`config.mk`:
```
export PLATFORM = sky130hd
export DESIGN_NAME = uart_rx_cfg
export DESIGN_NICKNAME = d
export VERILOG_FILES = /design/src/rtl/uart_rx_cfg.sv
export SDC_FILE = /design/constraint.sdc
export NUM_CORES = 1
export LEC_CHECK = 0
export CORE_MARGIN = 1.5
export CORE_UTILIZATION = 39
export CTS_CLUSTER_SIZE = 30
export DETAILED_ROUTE_END_ITERATION = 7
export PLACE_DENSITY = 0.61
export SLEW_MARGIN = 20
export SYNTH_ARGS = -nofsm -noshare
export SYNTH_HDL_FRONTEND = slang
export SYNTH_SLANG_ARGS = --single-unit
```
`constraint.sdc`:
```
create_clock -name clk -period 2.6 [get_ports clk]
set_input_delay 0.26 -clock clk [delete_from_list [all_inputs] [get_ports clk]]
set_output_delay 0.26 -clock clk [all_outputs]
set_load 0.01 [all_outputs]
```
`src/rtl/uart_rx_cfg.sv`:
```
// uart_rx_cfg: oversampling UART receiver with configurable data/parity/stop framing,
// 2-of-3 majority bit sampling and parity, framing and line-break reporting.
module uart_rx_cfg #(
    parameter int CLK_FREQ   = 100_000_000,
    parameter int UART_RATE  = 115200,
    parameter int OVERSAMPLE = 16,
    parameter int DATA_BITS  = 8,
    parameter int PARITY     = 0,
    parameter int STOP_BITS  = 1
) (
    input  logic                 clk,
    input  logic                 rst,
    input  logic                 uart_data_in,
    output logic                 byte_rxed,
    output logic [DATA_BITS-1:0] rx_byte,
    output logic                 parity_err,
    output logic                 frame_err,
    output logic                 break_det,
    output logic                 busy
);
    localparam int DIV = (CLK_FREQ + UART_RATE * OVERSAMPLE / 2) / (UART_RATE * OVERSAMPLE);
    localparam int DW  = $clog2(DIV + 1);
    localparam int SW  = $clog2(OVERSAMPLE);
    localparam logic [DW-1:0] DIV_LAST  = DW'(DIV - 1);
    localparam logic [SW-1:0] S_LO      = SW'(OVERSAMPLE / 2 - 1);
    localparam logic [SW-1:0] S_MID     = SW'(OVERSAMPLE / 2);
    localparam logic [SW-1:0] S_HI      = SW'(OVERSAMPLE / 2 + 1);
    localparam logic [SW-1:0] S_LAST    = SW'(OVERSAMPLE - 1);
    localparam logic [3:0]    D_LAST    = 4'(DATA_BITS - 1);
    localparam logic [3:0]    STOP_LAST = 4'(STOP_BITS - 1);

    typedef enum logic [2:0] {
        IDLE, RX_START_BIT, RX_DATA_BITS, RX_PARITY_BIT, RX_STOP_BIT, CLEANUP
    } state_t;

    state_t                 state;
    logic                   sync1, sync2, rx_d;
    logic [DW-1:0]          div_cnt;
    logic [SW-1:0]          s_cnt;
    logic [1:0]             samp;
    logic [3:0]             bit_cnt;
    logic [DATA_BITS-1:0]   shreg;
    logic                   par_bit, stop0, stop_low;
    logic                   start_edge, tick, mid, bit_end, vote, first_stop;

    // mid fires on the last of the three centre samples, when the vote is complete
    always_comb begin
        start_edge = (state == IDLE) && rx_d && !sync2;
        tick       = div_cnt == DIV_LAST;
        mid        = tick && s_cnt == S_HI;
        bit_end    = tick && s_cnt == S_LAST;
        vote       = (samp[1] & samp[0]) | (samp[1] & sync2) | (samp[0] & sync2);
        first_stop = (bit_cnt == 4'd0) ? vote : stop0;
    end

    always_ff @(posedge clk) begin
        if (rst) begin
            sync1   <= 1'b1;
            sync2   <= 1'b1;
            rx_d    <= 1'b1;
            div_cnt <= '0;
            samp    <= '0;
        end else begin
            sync1   <= uart_data_in;
            sync2   <= sync1;
            rx_d    <= sync2;
            div_cnt <= (start_edge || tick) ? '0 : div_cnt + 1'b1;
            if (tick && (s_cnt == S_LO || s_cnt == S_MID))
                samp <= {samp[0], sync2};
        end
    end

    always_ff @(posedge clk) begin
        if (rst) begin
            state      <= IDLE;
            s_cnt      <= '0;
            bit_cnt    <= '0;
            shreg      <= '0;
            par_bit    <= 1'b0;
            stop0      <= 1'b0;
            stop_low   <= 1'b0;
            byte_rxed  <= 1'b0;
            rx_byte    <= '0;
            parity_err <= 1'b0;
            frame_err  <= 1'b0;
            break_det  <= 1'b0;
            busy       <= 1'b0;
        end else begin
            byte_rxed <= 1'b0;
            s_cnt     <= (state == IDLE) ? '0 : tick ? ((s_cnt == S_LAST) ? '0 : s_cnt + 1'b1) : s_cnt;
            case (state)
                IDLE: begin
                    busy <= start_edge;
                    if (start_edge)
                        state <= RX_START_BIT;
                end
                RX_START_BIT: begin
                    if (mid && vote) begin
                        state <= IDLE;
                        busy  <= 1'b0;
                    end else if (bit_end) begin
                        state   <= RX_DATA_BITS;
                        bit_cnt <= '0;
                    end
                end
                RX_DATA_BITS: begin
                    if (mid)
                        shreg <= {vote, shreg[DATA_BITS-1:1]};
                    if (bit_end) begin
                        bit_cnt  <= (bit_cnt == D_LAST) ? 4'd0 : bit_cnt + 1'b1;
                        stop_low <= 1'b0;
                        if (bit_cnt == D_LAST)
                            state <= (PARITY == 0) ? RX_STOP_BIT : RX_PARITY_BIT;
                    end
                end
                RX_PARITY_BIT: begin
                    if (mid)
                        par_bit <= vote;
                    if (bit_end)
                        state <= RX_STOP_BIT;
                end
                RX_STOP_BIT: begin
                    if (mid && bit_cnt == STOP_LAST) begin
                        state      <= CLEANUP;
                        byte_rxed  <= 1'b1;
                        rx_byte    <= shreg;
                        parity_err <= (PARITY != 0) && ((^shreg ^ par_bit) != (PARITY == 1));
                        frame_err  <= stop_low | ~vote;
                        break_det  <= (shreg == '0) && (PARITY == 0 || !par_bit) && !first_stop;
                    end else if (mid) begin
                        stop0    <= vote;
                        stop_low <= ~vote;
                    end else if (bit_end) begin
                        bit_cnt <= bit_cnt + 1'b1;
                    end
                end
                // a held break stays here until the line recovers, giving one pulse only
                CLEANUP: begin
                    if (sync2) begin
                        state <= IDLE;
                        busy  <= 1'b0;
                    end
                end
                default: begin
                    state <= IDLE;
                    busy  <= 1'b0;
                end
            endcase
        end
    end
endmodule

```
# Yosys cells after proc, flatten, opt, wreduce, memory -nomap -nowiden
# Index checks and enable logic that the tools add are counted.
[word_totals] output_inout_bits=13 in_bits=3 ff_bits=44 elab_cells=109
[op_classes] muxes=27 eq_ne=25 reduce_logical=28 addsub=3 n_bitwise=10
[ops] operator="two-way mux 4 bit" count=8
[ops] operator="!= test 2 bit (second input constant)" count=13
[ops] operator="two-way mux 3 bit" count=8
[ops] operator="one-hot mux 3 bit (6 select lines)" count=1
[ops] operator="AND reduction 7 bit" count=2
[ops] operator="equality test 4 bit (second input constant)" count=3
[ops] operator="one-hot mux 4 bit (3 select lines)" count=1
[ops] operator="adder 4 x 1 -> 4 bit (second input constant)" count=2
[ops] operator="equality test 4 x 3 -> 1 bit (second input constant)" count=2
[ops] operator="logical AND 1 bit" count=8
[ops] operator="zero test 8 bit" count=1
[ops] operator="two-way mux 1 bit" count=7
[ops] operator="adder 6 x 1 -> 6 bit (second input constant)" count=1
[ops] operator="equality test 3 x 2 -> 1 bit (second input constant)" count=2
[ops] operator="equality test 3 bit (second input constant)" count=2
[ops] operator="equality test 6 bit (second input constant)" count=1
[ops] operator="AND reduction 3 bit" count=2
[ops] operator="OR reduction 2 bit" count=3
[ops] operator="zero test 4 bit" count=1
[ops] operator="NOT 1 bit" count=4
[ops] operator="one-hot mux 1 bit (4 select lines)" count=1
[ops] operator="AND reduction 2 bit" count=2
[ops] operator="AND reduction 4 bit" count=1
[ops] operator="bitwise AND 1 bit" count=3
[ops] operator="other kinds (10)" count=14

# Logic depth before layout (Yosys ltp)
# Gate-level depths: netlist of the first run.
[depth] depth_word=7 depth_mapped=8 mapped_depth_nobuf=7

# Worst setup path after synthesis of the first run
# Ideal clock, no wire load.
[synth_timing] path_type="reg-to-reg" startpoint="register s_cnt[0]" endpoint="register shreg[0]" path_buffers=0 arrival_ns=1.739 required_ns=2.472 setup_slack_ns=0.733 path_stages_with_launch=7 setup_ns=0.128 period_less_slack_ns=1.867 cell_sequence="dfxtp_1 -> ha_1 -> nand4_1 -> or4_4 -> nor3_4 -> mux2i_1 -> nor2_1"
[synth_between] elab_chain_cells=3
[synth_lines] item="start, declared" line="39" text="logic [SW-1:0] s_cnt;"
[synth_lines] item="start signal, assigned" line="90" text="s_cnt <= (state == IDLE) ? '0 : tick ? ((s_cnt == S_LAST) ? '0 : s_cnt + 1'b1) : s_cnt;"
[synth_lines] item="equality test 4 bit" line="50" text="mid = tick && s_cnt == S_HI;"
[synth_lines] item="logical AND 1 bit" line="50"
[synth_lines] item="AND reduction 2 bit (no line)"
[synth_lines] item="end signal, assigned" line="108" text="shreg <= {vote, shreg[DATA_BITS-1:1]};"
[synth_lines] item="end, declared" line="42" text="logic [DATA_BITS-1:0] shreg;"
# No other way between the ends.
# A chain may end at the register's enable or synchronous reset.

# Worst setup path in the final report of the first run
[layout_timing] startpoint="register s_cnt[0]" endpoint="register bit_cnt[3]"
[layout_between] elab_chain_cells=5 elab_cells_between_ends=13 cone_classes="eq/ne (8); reduce/logical (5)"
[layout_lines] item="equality test 4 bit" line="50"
[layout_lines] item="logical AND 1 bit" line="50"
[layout_lines] item="logical AND 1 bit (on tied branches)" line="123, 98"
[layout_lines] item="!= test 2 bit (no line)"
[layout_lines] item="AND reduction 7 bit (no line) (*)"
[layout_lines] item="end signal, assigned" line="110" text="bit_cnt <= (bit_cnt == D_LAST) ? 4'd0 : bit_cnt + 1'b1;"
[layout_lines] item="end signal, assigned" line="134" text="bit_cnt <= bit_cnt + 1'b1;"
[layout_lines] item="end, declared" line="41" text="logic [3:0] bit_cnt;"
# Every way passes the cells marked *; elsewhere a longest branch is shown, timed or not.

==> results of run 1 <==
per-layer routing:
| layer | track usage | wire [um] | up-vias |
|---|---|---|---|
| met1 | 0.2253 | 2015 | 743 |
| met3 | 0.04150 | 136 | 5 |
| met2 | 0.2340 | 1722 | 28 |
| met4 | 0.04848 | 49 | 0 |
| li1 | - | - | 837 |
| met5 | 0 | 0 | - |
worst register-to-register path, stage by stage (launching register included):
cell and delay, ns:
dfxtp_1 0.43, ha_1 0.27, and3_1 0.22, nor3b_2 0.31, o21ai_2 0.16, or4_1 0.52
a21oi_1 0.14
registers in the layout, summed over array words and instances, names as in the netlist:
register / flops
sync2: 1
sync1: 1
rx_d: 1
frame_err: 1
div_cnt: 6
byte_rxed: 1
samp: 2
s_cnt: 4
rx_byte: 8
bit_cnt: 4
break_det: 1
stop_low: 1
state: 3
shreg: 8
busy: 1
kinds of logic (layout without fill, tap and decap cells):
| kind of cell | count (synthesis) | in the layout |
|---|---|---|
| multiplexers | 10 | 10 |
| AO/OA/AOI/OAI | 43 | 43 |
| adder cells (fa/ha/maj) | 8 | 8 |
| flip-flops | 43 | 43 |
| buffers and inverters | 19 | 31 |
| other | 1 | 1 |
| XOR/XNOR | 5 | 5 |
| AND/OR/NAND/NOR | 106 | 106 |
path summary, 6_finish.rpt:
check	cells past startpoint	slack (ns)	endpoint	start
worst min-delay path	1	0.42	sync2	sync1
worst min register to register	1	0.42	sync2	sync1
worst max register to register	6	0.50	bit_cnt[3]	s_cnt[0]
worst max-delay path	6	0.50	bit_cnt[3]	s_cnt[0]
power breakdown:
part	leakage [uW]	internal (uW)	switching, uW
clock	0.0000412	188	221
sequential	0.000348	678	40.2
combinational	0.000348	89.1	114
total	0.000737	955	375
Yosys cell counts, types with 2 or more instances:
| cell | number |
|---|---|
| dfxtp_1 | 43 |
| nand2_1 | 31 |
| nor2_1 | 24 |
| a21oi_1 | 23 |
| mux2i_1 | 10 |
| ha_1 | 7 |
| inv_1 | 7 |
| buf_2 | 5 |
| clkbuf_1 | 5 |
| nand3_1 | 5 |
| nor3_1 | 5 |
| o21ai_0 | 5 |
| nand3b_1 | 4 |
| or2_2 | 4 |
| nand2b_1 | 3 |
| nand4_1 | 3 |
| nor3b_1 | 3 |
| nor4_1 | 3 |
| xnor2_1 | 3 |
| a31oi_1 | 2 |
| and2_1 | 2 |
| and3_1 | 2 |
| nor2b_1 | 2 |
| o21ai_1 | 2 |
| or3_1 | 2 |
| or4_1 | 2 |
| xor2_1 | 2 |
cell type report:
| type | count | area, um^2 |
|---|---|---|
| fillers | 492 | 2753 |
| multi-input cells | 173 | 1075 |
| clock buffers | 6 | 72.57 |
| clock inverters | 2 | 12.51 |
| inverters | 7 | 26.28 |
| repair buffers | 16 | 155.1 |
| flip-flops and latches | 43 | 860.8 |
| well taps | 70 | 87.58 |
metrics by stage:
step,worst slack [ns],instances,power (uW)
3_3_place_gp,0.5575,309,936.8
5_1_grt,0.2782,317,1406
3_5_place_dp,0.5315,309,932.5
6_report,0.4959,317,1330
2_1_floorplan,0.7331,235,903.5
4_1_cts,0.5017,317,1346
==> run summary, run 1 <==
The kind of path behind the tightest hold check is reg -> reg. During I/O placement, the number of pins put on the boundary was 16. The clock-pin transition on the worst setup and hold timing paths is 0.08 ns. The analysis attributes to cell leakage a power of 0.0007369 uW. The initial antenna violation count came out at 0. The detailed-routing iteration count for the pre-antenna-repair pass is 4.

The chip width is approximately 75 um. The critical path is of the reg -> reg type. The fraction of the mapped netlist area in compound gates came out at 0.1273. The global-route wire length before repair came out at between 6000 and 7000 um. On the final layout, the worst clock skew is 0.004963 ns. The HPWL after detailed placement is approximately 2700 um. The post-synthesis instance area is 2024 um^2.

The maximum clock frequency came out at between 0.4 and 0.5 GHz. Headroom to the max-slew limit came out at 0.5351. The fraction of the cycle the final worst path needs came out at 0.8093. The mux contribution to synthesized area came out at 0.04944. The number of DRC violations after detailed-routing iteration 0 came out at 85. The share of layout cells above drive strength 1 came out at 0.08907. The async set or reset register ratio after synthesis is 0. Setup repair after global routing left no endpoint under its margin. Yosys mapped a number of flops with a built-in enable equal to 0.

The largest fanout on the critical path is 7. The quantity of I/O buffers inserted on ports is 14. In the layout the commonest cells are dfxtp_1 (43), nand2_1 (31), nor2_1 (24).

Counting flops and latches in the post-synthesis netlist gives between 40 and 50. Leaving out fill and tap cells, the most frequent cell in the layout is dfxtp_1. The floorplan core area is 5042 um^2. The critical path contains buffers and inverters numbering 0 combined. The post-route minimum period came out at 2.104 ns. The later pin in the worst-skew pair is clocked with a latency of 0.29 ns. The power per cell area came out at 580.6 nW/um^2.

The via count of the first global-routing pass is about 1,500. The starting density of the core came out at 0.4015. The routed length per placed instance came out at 12.38 um. CTS saw 43 sinks. The critical path goes through ha_1 -> and3_1 -> nor3b_2 -> o21ai_2 -> or4_1 -> a21oi_1. The repair_antennas step left the layout with diodes totalling 0.

The total count of hold-check failures in the final report is 0. In this run the vertical extent of the chip is 75.05 um. The final number of setup-violating endpoints came out at 0. The worst-case clock buffer depth came out at 2. The detailed-route via count came out at 1,613. The share of synthesized area occupied by flip-flops and latches is 0.4252. The cell count after synthesis came out at roughly 240. After the last flow step, the layout net total stands at 256.

The number of rows in the core area came out at 26. The area enclosed by the die boundary came out at 5632 um^2. The slowest stage of the critical path is the or4_1 cell.

The count of cells resized by post-cts repair is 0. The final cell area excluding filler cells came out at between 2000 and 2500 um^2. STA classifies the critical path startpoint as a flip-flop. Broken down by cell family, the worst path's largest delay share belongs to simple AND/OR/NAND/NOR gates. The max-capacitance violation count is 0. The top-area cell type share of the netlist area came out at 0.4252. The synthesized-area fraction occupied by adder cells is 0.04821. The parity-gate share of the synthesized area counting xor and xnor cells came out at 0.02163. By area the synthesized netlist is led by dfxtp_1 (43%), nand2_1 (5.7%), a21oi_1 (5.7%). The tightest hold path in the finished design has a slack of 0.4168 ns.

The total of warnings raised by yosys is 0. The total number of H-tree levels is 2. The flow ran to the end, and the final reports show no timing, DRC or antenna violations. By area, the combinational part of the netlist is dominated by simple AND/OR/NAND/NOR gates. The count of unresolved DRC violations after routing is 0.

The instance area at placement came out at ~2200 um^2. For the pin with the worst max-slew slack, the measured transition is between 0.6 and 0.7 ns. The post-CTS setup-driven buffer insertion count came out at 0. The synthesized area per cell came out at 8.615 um^2.

The simple-gate share of the synthesized area is 0.2824. The net count of the mapped netlist came out at roughly 250. The overall routed net length is 3923 um. The nature of the critical path endpoint is a flip-flop. Of all cell types, the one taking the most synthesized area is dfxtp_1. The biggest cell delay along the critical path came out at 0.52 ns.

VDD sags by at most approximately 0.00041 V. The count of different cell masters after synthesis came out at 53. The area growth from synthesis to layout is 13.10%. The global router's overall resource usage is 0.1582. The hold buffer count at cts is 0.

The total global routing overflow is 0. The TritonCTS clock tree is done. For this run, the leading register cell type out of synthesis is dfxtp_1.

The core utilization of the finished layout is 0.4541. The vias per cell came out at 5.088. The residual antenna-violating net count after detailed routing is 0. The number of pins exceeding their max-slew limit in the final report is 0. The arrival time reported for the critical path endpoint came out at approximately 2.3 ns. For the worst setup path, the data required time is roughly 2.8 ns.

The buffer type at the clock tree root is clkbuf_8. The final-layout setup total negative slack came out at 0 ns. The pin count of the biggest net entering global routing is 24. The number of buffers created by CTS is 5. The final weighted congestion of routability-driven global placement came out at 0.9152.
(Power assumes the default switching activity.)
==> run 2: changes to the inputs <==
--- a/config.mk
+++ b/config.mk
@@ -9,7 +9,7 @@
 export CORE_UTILIZATION = 39
 export CTS_CLUSTER_SIZE = 30
 export DETAILED_ROUTE_END_ITERATION = 7
-export PLACE_DENSITY = 0.61
+export PLACE_DENSITY = 0.63
 export SLEW_MARGIN = 20
 export SYNTH_ARGS = -nofsm -noshare
 export SYNTH_HDL_FRONTEND = slang
==> constraint.sdc (replaced) <==
create_clock -name clk -period 1.7 [get_ports clk]
set_input_delay 0.17 -clock clk [delete_from_list [all_inputs] [get_ports clk]]
set_output_delay 0.17 -clock clk [all_outputs]
set_load 0.01 [all_outputs]
==> run summary, run 2 (synthesized netlist as in run 1, its figures left out) <==
The total of fill cells in the finished design is 493 (+0.20%). The number of buffers created by CTS is 5 (unchanged). The vias per cell is 4.972 (-2.3%).

STA classifies the critical path endpoint as a flip-flop. The area enclosed by the die boundary is 5632 um^2 (unchanged). The total area of multi-input combinational cells is 1152 um^2 (+7.2%). The number of DRC violations after detailed-routing iteration 0 came out at 52 (-39%).

The clock skew is 0.009128 ns (+0.004166 ns). The checks that failed: negative setup slack. TritonCTS built the clock tree. The static leakage power is 0.0009722 uW (+32%). The fraction of the cycle the final worst path needs is 1.070 (+0.2605). The clock insertion delay at the later pin of the skew report is 0.30 ns (about the same). The power per cell area was 798.8 nW/um^2 (+38%). The max-capacitance violation count came out at 0 (unchanged).

The vertical extent of the die came out at 75.05 um (unchanged). The overall routed net length is 4322 um (+10%). The maximum clock frequency came to 0.5499 GHz (+16%). The via count of the first global-routing pass is 1,664 (+11%). The count of unresolved DRC violations after routing came out at 0 (unchanged). The worst hold slack is 0.4121 ns (-0.004640 ns). The final-layout setup total negative slack came to -1.540 ns (-1.540 ns). Walking the worst path, the cells encountered are inv_2 -> ha_4 -> nand4_1 -> or4_4 -> nor3_4 -> buf_12 -> mux2i_2 -> nor2_1. The total number of H-tree levels is 2 (unchanged).

The met2 global-route usage came out at 0.2832 (+0.04916). The final weighted congestion of routability-driven global placement is 0.8534 (-6.8%). The worst-case clock buffer depth came out at 2 (unchanged). The overall power after layout is 2161 uW (+63%). The pin count of the biggest net entering global routing came out at 24 (unchanged). The post-route minimum period is 1.819 ns (-0.2854 ns). Setup repair after global routing could not meet its margin everywhere. The area taken by flip-flops and latches is 868.3 um^2 (+0.87%).

The number of clock sinks seen by CTS came out at 43 (unchanged). The tree is rooted in a clkbuf_8. The largest individual stage delay along the critical path comes from the cell or4_4. The sum of net half-perimeters after detailed placement is 3083 um (+12%).

The global-route wire length before repair was 7341 um (+6.7%). The number of inserted diodes is 0 (unchanged). The number of rows in the core area came out at 26 (unchanged).

The worst-case setup margin in the final layout is -0.1187 ns (-0.6146 ns). The global router's overall resource usage came out at 0.1680 (+0.009724). The total global routing overflow came out at 0 (unchanged). The largest registers in the layout are rx_byte x8, shreg x8, div_cnt x6.

The required time of the critical path came out at 1.88 ns (-0.95 ns). The routing usage on met1 was 0.2147 (-0.01063). The clock-pin transition on the worst setup and hold timing paths is 0.08 ns (about the same). The worst hold path belongs to the class reg -> reg. The number of pins exceeding their max-slew limit in the final report came out at 0 (unchanged). The detailed-routing iteration count for the pre-antenna-repair pass was 4 (unchanged).

The net total in the final layout came to 297 (+16%). The floorplan core area came to 5042 um^2 (unchanged). The chip width was 75.05 um (unchanged).

The initial antenna violation count came to 0 (unchanged). The I/O pin total is 16 (unchanged). The biggest cell delay along the critical path is 0.49 ns (-0.03 ns). The core utilization of the finished layout came out at 0.5365 (+0.08238).

The final number of setup-violating endpoints was 25 (+25). The run finished, with violations left. The starting density of the core came out at 0.4015 (unchanged). The total count of hold-check failures in the final report came out at 0 (unchanged). The residual antenna-violating net count after detailed routing is 0 (unchanged). The routing usage on met3 was 0.03614 (-0.005355). The global routing's busiest layer is met2.

The largest fanout on the critical path came to 8 (+1). The share of layout cells above drive strength 1 came out at 0.2743 (+0.1852). The minimum setup slack after placement was -0.09220 ns (-0.6237 ns).

The routed length per placed instance was 12.07 um (-2.4%). The most common cell after layout, fill and taps aside is buf_4. The quantity of I/O buffers inserted on ports is 14 (unchanged). The area growth from synthesis to layout is 33.62%. The arrival time reported for the critical path endpoint is 2.00 ns (-0.33 ns).

The library cells used most frequently in the layout, excluding fill and tap cells, are buf_4 (41), dfxtp_1 (39), nand2_1 (30). The detailed-route via count is 1,780 (+10%). The peak supply drop is 0.0004186 V (+1.3%).

The worst setup path is of the reg -> reg kind. The worst setup path is launched from a flip-flop.
-- run 2: changes by cell type in the layout (fill, tap and decap cells not counted), moves of 2 or more --
cell	delta
buf_4	+39
dfxtp_1	-4
dfxtp_2	+3
ha_1	-2
ha_4	+2
inv_1	-2
inv_2	+2
-- run 2: final cells by class --
| cell class | count | area share |
|---|---|---|
| clock buffer | 5 | 0.02544 |
| clock inverter | 3 | 0.008326 |
| inverter | 7 | 0.009713 |
| multi-input combinational | 173 | 0.4260 |
| sequential | 43 | 0.3210 |
| tap | 70 | 0.03238 |
| timing repair buffer | 57 | 0.1772 |
-- run 2: per-layer routing --
metal	part of all wire	wire length [um]
met4	0.017	73
met2	0.47	2014
met3	0.027	116
met5	0	0
met1	0.49	2117
-- run 2: critical path: cells and delay by family (launching register included) --
kind,cells,cell delay [ns]
DFF,1,0.35
adders and majority gates,1,0.13
buffers and inverters,2,0.23
muxes,1,0.19
and+or+nand+nor,4,0.82
-- run 2: worst paths after layout --
check,endpoint,startpoint,cells after the start,slack (ns)
worst min-delay path,sync2,sync1,1,0.41
worst min register to register,sync2,sync1,1,0.41
worst max-delay path,shreg[0],s_cnt[1],8,-0.12
worst max register to register,shreg[0],s_cnt[1],8,-0.12
-- run 2: what timing repair did --
item	4_1_cts	5_1_grt
hold buffers	0	0
setup buffers	4	1
resized for setup	3	9
setup endpoints to repair	26	36
pin swaps	2	3
endpoints found under the hold margin	0	0
-- run 2: metrics by stage --
step                      instances  instance area (um^2)
after floorplan                 235                  2063
after global placement          345                  2526
after detailed placement        345                  2526
after CTS                       357                  2661
after global routing            358                  2705
final                           358                  2705
-- run 2: where the power goes --
part / internal [uW] / switching [uW] / total (uW)
sequential: 1040 / 50.1 / 1090
clock: 295 / 369 / 664
combinational: 200 / 210 / 410
